--- src/rtl/int_ctl.sv ---
// Interrupt, reset and halt sequencer for the 65C02 core: arbitrates reset/NMI/IRQ/BRK
// at opcode fetch, drives the BRK-sequence controls, and implements the WAI/STP halt states.
module int_ctl (
  input  logic       clk,
  input  logic       reset,
  input  logic       rdy,
  input  logic       sync,
  input  logic [7:0] DB,
  input  logic       nmi,
  input  logic       irq,
  input  logic       I,
  input  logic       vec_done,
  output logic       force_brk,
  output logic [7:0] vector,
  output logic       B,
  output logic       we_mask,
  output logic       set_i,
  output logic       clr_d,
  output logic       halt,
  output logic [1:0] int_src
);

  typedef enum logic [2:0] {
    ST_RST  = 3'd0,
    ST_RUN  = 3'd1,
    ST_SEQ  = 3'd2,
    ST_WAIT = 3'd3,
    ST_STOP = 3'd4
  } state_t;

  localparam logic [1:0] SRC_BRK = 2'd0;
  localparam logic [1:0] SRC_IRQ = 2'd1;
  localparam logic [1:0] SRC_NMI = 2'd2;
  localparam logic [1:0] SRC_RST = 2'd3;

  state_t     state_r;
  logic       nmi1_r;
  logic       nmi_pend_r;
  logic       acc_s;
  logic       nmi_edge_s;
  logic       sel_s;
  logic       force_s;
  logic       take_nmi_s;
  logic       go_wait_s;
  logic       go_stop_s;
  logic [1:0] src_s;

  assign acc_s      = sync & rdy;
  assign nmi_edge_s = nmi & ~nmi1_r;
  assign force_brk  = force_s & ~reset;

  // Opcode-fetch arbitration: first matching source in priority order wins
  always_comb begin
    sel_s      = 1'b0;
    force_s    = 1'b0;
    take_nmi_s = 1'b0;
    go_wait_s  = 1'b0;
    go_stop_s  = 1'b0;
    src_s      = SRC_BRK;
    case (state_r)
      ST_RST: begin
        if (acc_s) begin
          sel_s   = 1'b1;
          force_s = 1'b1;
          src_s   = SRC_RST;
        end else begin
          sel_s = 1'b0;
        end
      end
      ST_RUN: begin
        if (!acc_s) begin
          sel_s = 1'b0;
        end else if (nmi_pend_r) begin
          sel_s      = 1'b1;
          force_s    = 1'b1;
          take_nmi_s = 1'b1;
          src_s      = SRC_NMI;
        end else if (irq && !I) begin
          sel_s   = 1'b1;
          force_s = 1'b1;
          src_s   = SRC_IRQ;
        end else if (DB == 8'h00) begin
          sel_s = 1'b1;
          src_s = SRC_BRK;
        end else if (DB == 8'hCB) begin
          go_wait_s = 1'b1;
        end else if (DB == 8'hDB) begin
          go_stop_s = 1'b1;
        end else begin
          sel_s = 1'b0;
        end
      end
      default: sel_s = 1'b0;
    endcase
  end

  // BRK-sequence controls; reset forces the reset-vector view regardless of state
  always_comb begin
    vector  = 8'hFE;
    B       = 1'b0;
    we_mask = 1'b0;
    if (reset || state_r == ST_RST) begin
      vector  = 8'hFC;
      we_mask = 1'b1;
    end else if (state_r == ST_SEQ) begin
      case (int_src)
        SRC_BRK: B       = 1'b1;
        SRC_NMI: vector  = 8'hFA;
        SRC_RST: begin
          vector  = 8'hFC;
          we_mask = 1'b1;
        end
        default: vector = 8'hFE;
      endcase
    end else begin
      vector = 8'hFE;
    end
  end

  // State, NMI edge latch and registered pulse/halt outputs
  always_ff @(posedge clk) begin
    if (reset) begin
      state_r    <= ST_RST;
      int_src    <= SRC_RST;
      halt       <= 1'b0;
      set_i      <= 1'b0;
      clr_d      <= 1'b0;
      nmi1_r     <= 1'b0;
      nmi_pend_r <= 1'b0;
    end else begin
      nmi1_r     <= nmi;
      // a fresh edge in the same cycle as selection must not be lost
      nmi_pend_r <= nmi_edge_s | (nmi_pend_r & ~take_nmi_s);
      set_i      <= 1'b0;
      clr_d      <= 1'b0;
      case (state_r)
        ST_RST, ST_RUN: begin
          if (sel_s) begin
            int_src <= src_s;
            state_r <= ST_SEQ;
          end else if (go_wait_s) begin
            state_r <= ST_WAIT;
            halt    <= 1'b1;
          end else if (go_stop_s) begin
            state_r <= ST_STOP;
            halt    <= 1'b1;
          end
        end
        ST_SEQ: begin
          if (vec_done && rdy) begin
            set_i   <= 1'b1;
            clr_d   <= 1'b1;
            state_r <= ST_RUN;
          end
        end
        ST_WAIT: begin
          if (nmi_pend_r || irq) begin
            state_r <= ST_RUN;
            halt    <= 1'b0;
          end
        end
        ST_STOP: state_r <= ST_STOP;
        default: begin
          state_r <= ST_RST;
          halt    <= 1'b0;
        end
      endcase
    end
  end

endmodule

--- config.mk ---
export PLATFORM = sky130hd
export DESIGN_NAME = int_ctl
export DESIGN_NICKNAME = d
export VERILOG_FILES = /design/src/rtl/int_ctl.sv
export SDC_FILE = /design/constraint.sdc
export NUM_CORES = 1
export LEC_CHECK = 0
export CORE_MARGIN = 5
export CORE_UTILIZATION = 40
export DETAILED_ROUTE_END_ITERATION = 8
export PLACE_DENSITY = 0.8
export SKIP_LAST_GASP = 1
export SLEW_MARGIN = 40
export SYNTH_ARGS = -nofsm -noshare
export SYNTH_HDL_FRONTEND = slang
export SYNTH_SLANG_ARGS = --single-unit
--- constraint.sdc ---
create_clock -name clk -period 2.65 [get_ports clk]
set_input_delay 0.265 -clock clk [delete_from_list [all_inputs] [get_ports clk]]
set_output_delay 0.265 -clock clk [all_outputs]
set_load 0.01 [all_outputs]
==> results.yml, run 1 <==
floorplanning:
  die_h_um: 50.4
  dieWidth_um: 50.4
  rows: 14
  start_util_pct: 42.8
  ios: 32
  dieArea_um2: 2540
  design.core.area_um2: 1520
placed_design:
  globalplace.congestion: 0.822
  dp_worst_setup_slack_ns: 0.376
  placed_cells: 117
  port_buffers: 25
  dpl.hpwl_um: 1360
routing:
  wire_per_inst_um: 13.9
  antenna_left: 0
  drt_iter0_markers: 11
  drc_errors: 0
  drt_pre_antenna_iters: 4
  wl_um: 1680
  vias: 657
  via_per_inst: 5.43
clock_network:
  post_cts_buffers: 0
  hold_buffers: 0
  cts_tree: "built"
  cts.repair.resized: 0
  clk_path_buf_depth: 2
  clk-insertion-delay-late_ns: 0.27
  clock-sinks: 9
  path_clk_slew_ns: 0.06
  htree_levels: 1
  cts_buffers: 3
  cts-root-buf: "clkbuf_4"
timing:
  finalHoldViolCount: 0
  slew_violations: 0
  fin_crit_sh_pct: 85.7
  fin_crit_ns: 2.27
  setup_viol: 0
  finalClockSkew_ns: 0.00390
  rsz0062_at_grt: "false"
  tns_ns: 0
  fin_ws_ns: 0.380
  fmax_mhz: 440
power:
  total_leakage_power_nw: 0.352
  ir_worst_vdd_v: 0.000285
  power_uw: 370
  power_density_nw_per_um2: 411
grt:
  grt_overflow: 0
  grt_max_degree: 14
  grt_pass1_wl_um: 2730
  track_usage_pct: 13.7
  grt_pass1_vias: 622
  antenna_found_initial: 0
layout:
  final_util_pct: 59.2
  insertedDiodeCount: 0
  instances_no_fill: 121
  fin_nets: 122
  layout-drive-gt1-share_pct: 12.4
  syn2layout_area_growth_pct: 38.4
critical_path:
  end_kind: "primary output"
  critical_path_class: "input pin to primary output"
  cp.arrival_ns: 2.01
  worst-endpoint-required_ns: 2.38
  cp_max_fo: 5
  cp-start-kind: "input pin"
yosys:
  ys_types: 32
  seq_area_frac_synth_pct: 27.6
  synthTopCellsByCount: "nand2_1 (11), dfxtp_1 (9), buf_4 (7)"
  netlist_instances: 80
  synth_area_leaders: "dfxtp_1 (28%), buf_4 (8.1%), nand2_1 (6.3%)"
  ys_warn_count: 0
  syn_area_um2: 652
  synth_edf_count: 0
  yosysMostFrequentCell: "nand2_1"
  synth-seq-cells: 9
  yosys.area.top_type: "dfxtp_1"
  async_flop_share_pct: 0
  synthFlopType: "dfxtp_1"
  avgSynthCellArea_um2: 8.15
  synth_top_area_share_pct: 27.6
status:
  status: "finished, final reports clean"
worst_hold_path:
  min_path_type: "flop to flop"
run:
  drv_cap: 0
-- layer usage --
metal	share of wire [%]	vias up	wire length [um]	GRT usage (%)
met5	0	-	0	0
met2	46	24	773	21.5
li1	-	328	-	-
met4	2.6	0	44	8.94
met1	43	300	716	16.8
met3	8.6	5	145	2.66
-- logic make-up (layout without fill, tap and decap cells) --
family / Yosys count / in the layout / share of synthesized area (%)
buffers and inverters: 15 / 36 / 14.0
AO/OA/AOI/OAI: 19 / 19 / 23.2
flip-flops: 9 / 9 / 27.6
multiplexers: 1 / 1 / 1.54
other: 2 / 6 / 1.15
AND/OR/NAND/NOR: 34 / 34 / 32.4
-- critical path: stages --
cell and delay, ns:
clkdlybuf4s50_1 0.49, nand2_1 0.11, or3_4 0.37, nor3_1 0.19, clkdlybuf4s50_1 0.57
-- power by group --
part | leakage, nW | switching, mW | internal (mW)
Sequential | 0.0738 | 0.0145 | 0.144
Clock | 0.0150 | 0.0534 | 0.0584
Combinational | 0.263 | 0.0457 | 0.0549
-- final cells by class --
| type | instances | area, um2 |
|---|---|---|
| well taps | 16 | 20.0 |
| fillers | 145 | 622 |
| repair buffers | 26 | 258 |
| clock buffers | 4 | 26.3 |
| multi-input cells | 60 | 395 |
| inverters | 6 | 22.5 |
| flip-flops and latches | 9 | 180 |
-- worst paths after layout --
| kind | startpoint | to | slack (ns) | cells past startpoint |
|---|---|---|---|---|
| worst max-delay path | rdy | force_brk | 0.38 | 5 |
| worst max register to register | state_r[1]$_SDFFE_PP0P_ | state_r[0]$_SDFFE_PP0P_ | 1.11 | 5 |
| worst min register to register | nmi1_r$_SDFF_PP0_ | nmi_pend_r$_SDFF_PP0_ | 0.54 | 3 |
| worst min-delay path | nmi1_r$_SDFF_PP0_ | nmi_pend_r$_SDFF_PP0_ | 0.54 | 3 |
-- through the flow --
step                      hold slack [ns]  cell area (um2)
after floorplan                     0.334              667
after global placement              0.521              876
after detailed placement            0.534              876
after CTS                           0.552              902
after global routing                0.576              902
final                               0.541              902
-- state kept, by name, summed over array words and instances, names as in the netlist --
signal / cells
clr_d: 1
halt: 1
int_src: 2
nmi1_r: 1
nmi_pend_r: 1
state_r: 3
-- layout by cell type (no fill, tap or decap), types with 3 or more instances in the layout --
cell type,instances
a21oi_1,4
clkbuf_4,3
clkdlybuf4s50_1,25
conb_1,6
dfxtp_1,9
inv_1,6
nand2_1,11
nor2_1,4
nor4_1,4
nor4_2,3
o211ai_1,3
o21ai_0,3
No activity file was read; power rests on OpenSTA's default activity.
==> run 2: changes to the inputs <==
--- a/config.mk
+++ b/config.mk
@@ -5,10 +5,12 @@
 export SDC_FILE = /design/constraint.sdc
 export NUM_CORES = 1
 export LEC_CHECK = 0
+export CELL_PAD_IN_SITES_DETAIL_PLACEMENT = 0
+export CELL_PAD_IN_SITES_GLOBAL_PLACEMENT = 1
 export CORE_MARGIN = 5
-export CORE_UTILIZATION = 40
+export CORE_UTILIZATION = 29
 export DETAILED_ROUTE_END_ITERATION = 8
-export PLACE_DENSITY = 0.8
+export PLACE_DENSITY_LB_ADDON = 0.1
 export SKIP_LAST_GASP = 1
 export SLEW_MARGIN = 40
 export SYNTH_ARGS = -nofsm -noshare
==> run 2 against run 1 <==
Against the previous run: first-iteration DRC count increased by 36%; wire length decreased by 2.6%; die area increased by 30%; worst hold slack got worse by 0.013 ns; non-clock buffer count unchanged; global-route usage decreased by 2.9 points; critical path depth unchanged; sequential power about the same; cell count increased by 9.9%; critical path type unchanged.
==> results.yml, run 2 (synthesis gave the netlist of run 1 again) <==
critical_path:
  cp.arrival_ns: 1.97
  reg2reg_from: "state_r[1]$_SDFFE_PP0P_"
  critPathLaunch: "rdy"
  regToRegSetupSlack_ns: 1.07
  path_buf_inv: 2
  crit_top_cell: "clkdlybuf4s50_1"
  slowest_delay_ns: 0.57
  worst-endpoint-required_ns: 2.38
  rr_worst_depth: 5
  end_kind: "primary output"
  cp_max_fo: 5
  rr_endpoint: "state_r[0]$_SDFFE_PP0P_"
  path_cells: "clkdlybuf4s50_1 > nand2_1 > or3_4 > nor3_1 > clkdlybuf4s50_1"
  critical_path_class: "input pin to primary output"
  cp_top_family: "buffers and inverters"
  cp-start-kind: "input pin"
  cp_slowest_cell: "clkdlybuf4s50_1"
layout:
  layout-drive-gt1-share_pct: 12.4
  largest-register: "state_r"
  fin_nets: 122
  fillers: 236
  insertedDiodeCount: 0
  syn2layout_area_growth_pct: 40.7
  instances_no_fill: 133
  final_cell_mix: "clkdlybuf4s50_1 (25), nand2_1 (11), dfxtp_1 (9)"
  largest_register_ffs: 3
  reg_top3: "state_r: 3 flops, int_src: 2 flops"
  final_common_cell: "clkdlybuf4s50_1"
clock_network:
  clock-sinks: 9
  path_clk_slew_ns: 0.06
  cts.repair.resized: 0
  cts_buffers: 3
  clk-insertion-delay-late_ns: 0.26
  clk_path_buf_depth: 2
  cts_tree: "built"
  cts-root-buf: "clkbuf_4"
  htree_levels: 1
  post_cts_buffers: 0
  hold_buffers: 0
grt:
  antenna_found_initial: 0
  grt_pass1_vias: 675
  grt_pass1_wl_um: 2840
  grt_overflow: 0
  grt_max_degree: 14
  track_usage_pct: 10.8
worst_hold_path:
  min_path_type: "flop to flop"
  min_to: "nmi_pend_r$_SDFF_PP0_"
  min-delay-start: "nmi1_r$_SDFF_PP0_"
  min_path_cells: 3
floorplanning:
  design.core.area_um2: 2170
  start_util_pct: 30.0
  ios: 32
  dieWidth_um: 57.4
  dieArea_um2: 3300
  rows: 17
  die_h_um: 57.4
timing:
  fin_crit_sh_pct: 84.2
  fin_ws_ns: 0.418
  fmax_mhz: 448
  tns_ns: 0
  rsz0062_at_grt: "false"
  setup_viol: 0
  slew_violations: 0
  fin_crit_ns: 2.23
  finalClockSkew_ns: 0.00538
  finalHoldViolCount: 0
run:
  drv_cap: 0
power:
  total_leakage_power_nw: 0.352
  ir_worst_vdd_v: 0.000209
  power_uw: 365
  power_density_nw_per_um2: 398
placed_design:
  port_buffers: 25
  dp_worst_setup_slack_ns: 0.436
  placed_cells: 129
  globalplace.congestion: 0.813
  dpl.hpwl_um: 1350
routing:
  wl_um: 1640
  vias: 642
  via_per_inst: 4.83
  antenna_left: 0
  drt_pre_antenna_iters: 4
  drt_iter0_markers: 15
  drc_errors: 0
  wire_per_inst_um: 12.3
status:
  status: "finished, final reports clean"
==> run 2: cell counts in the layout (fill, tap and decap cells not counted) <==
No cell type changed its count.
==> run 2: stage by stage <==
stage                     hold WS, ns  area [um2]  util (%)
after floorplan                 0.334         667         -
after global placement          0.523         891      41.1
after detailed placement        0.524         891      41.1
after CTS                       0.532         917      42.3
after global routing            0.572         917      42.3
final                           0.528         917      42.3
==> run 2: per-layer routing <==
layer	routed length (um)	vias up	global-route usage (%)	share of wire, %
met5	0	-	0	0
li1	-	330	-	-
met1	720	291	13.2	44
met3	122	2	5.43	7.5
met2	784	19	16.6	48
met4	7	0	2.98	0.43
==> run 2: area by class of cell <==
class                      count  area (um2)  share of cell area, %
multi-input combinational     60         395                   43.1
timing repair buffer          26         258                   28.1
sequential                     9         180                   19.6
tap                           28        35.0                   3.82
clock buffer                   4        26.3                   2.86
inverter                       6        22.5                   2.46
==> run 2: worst max path at each step <==
stage | cells past startpoint | endpoint | slack (ns)
after floorplan | 3 | force_brk | 1.31
after global placement | 5 | force_brk | 0.44
after detailed placement | 5 | force_brk | 0.44
after CTS | 5 | force_brk | 0.41
after global routing | 4 | B | 0.31
final | 5 | force_brk | 0.42
==> run 2: report_power, final <==
| part | internal (mW) | total [mW] | switching [mW] |
|---|---|---|---|
| Sequential | 0.144 | 0.158 | 0.0145 |
| Clock | 0.0581 | 0.107 | 0.0485 |
| Combinational | 0.0549 | 0.100 | 0.0454 |
==> run 2: worst reg2reg max path: cells and delay by family (launching register included) <==
kind	cells	cell delay, ns
AOI/OAI and AO/OA	1	0.12
DFF	1	0.42
muxes	1	0.13
and+or+nand+nor	3	0.83
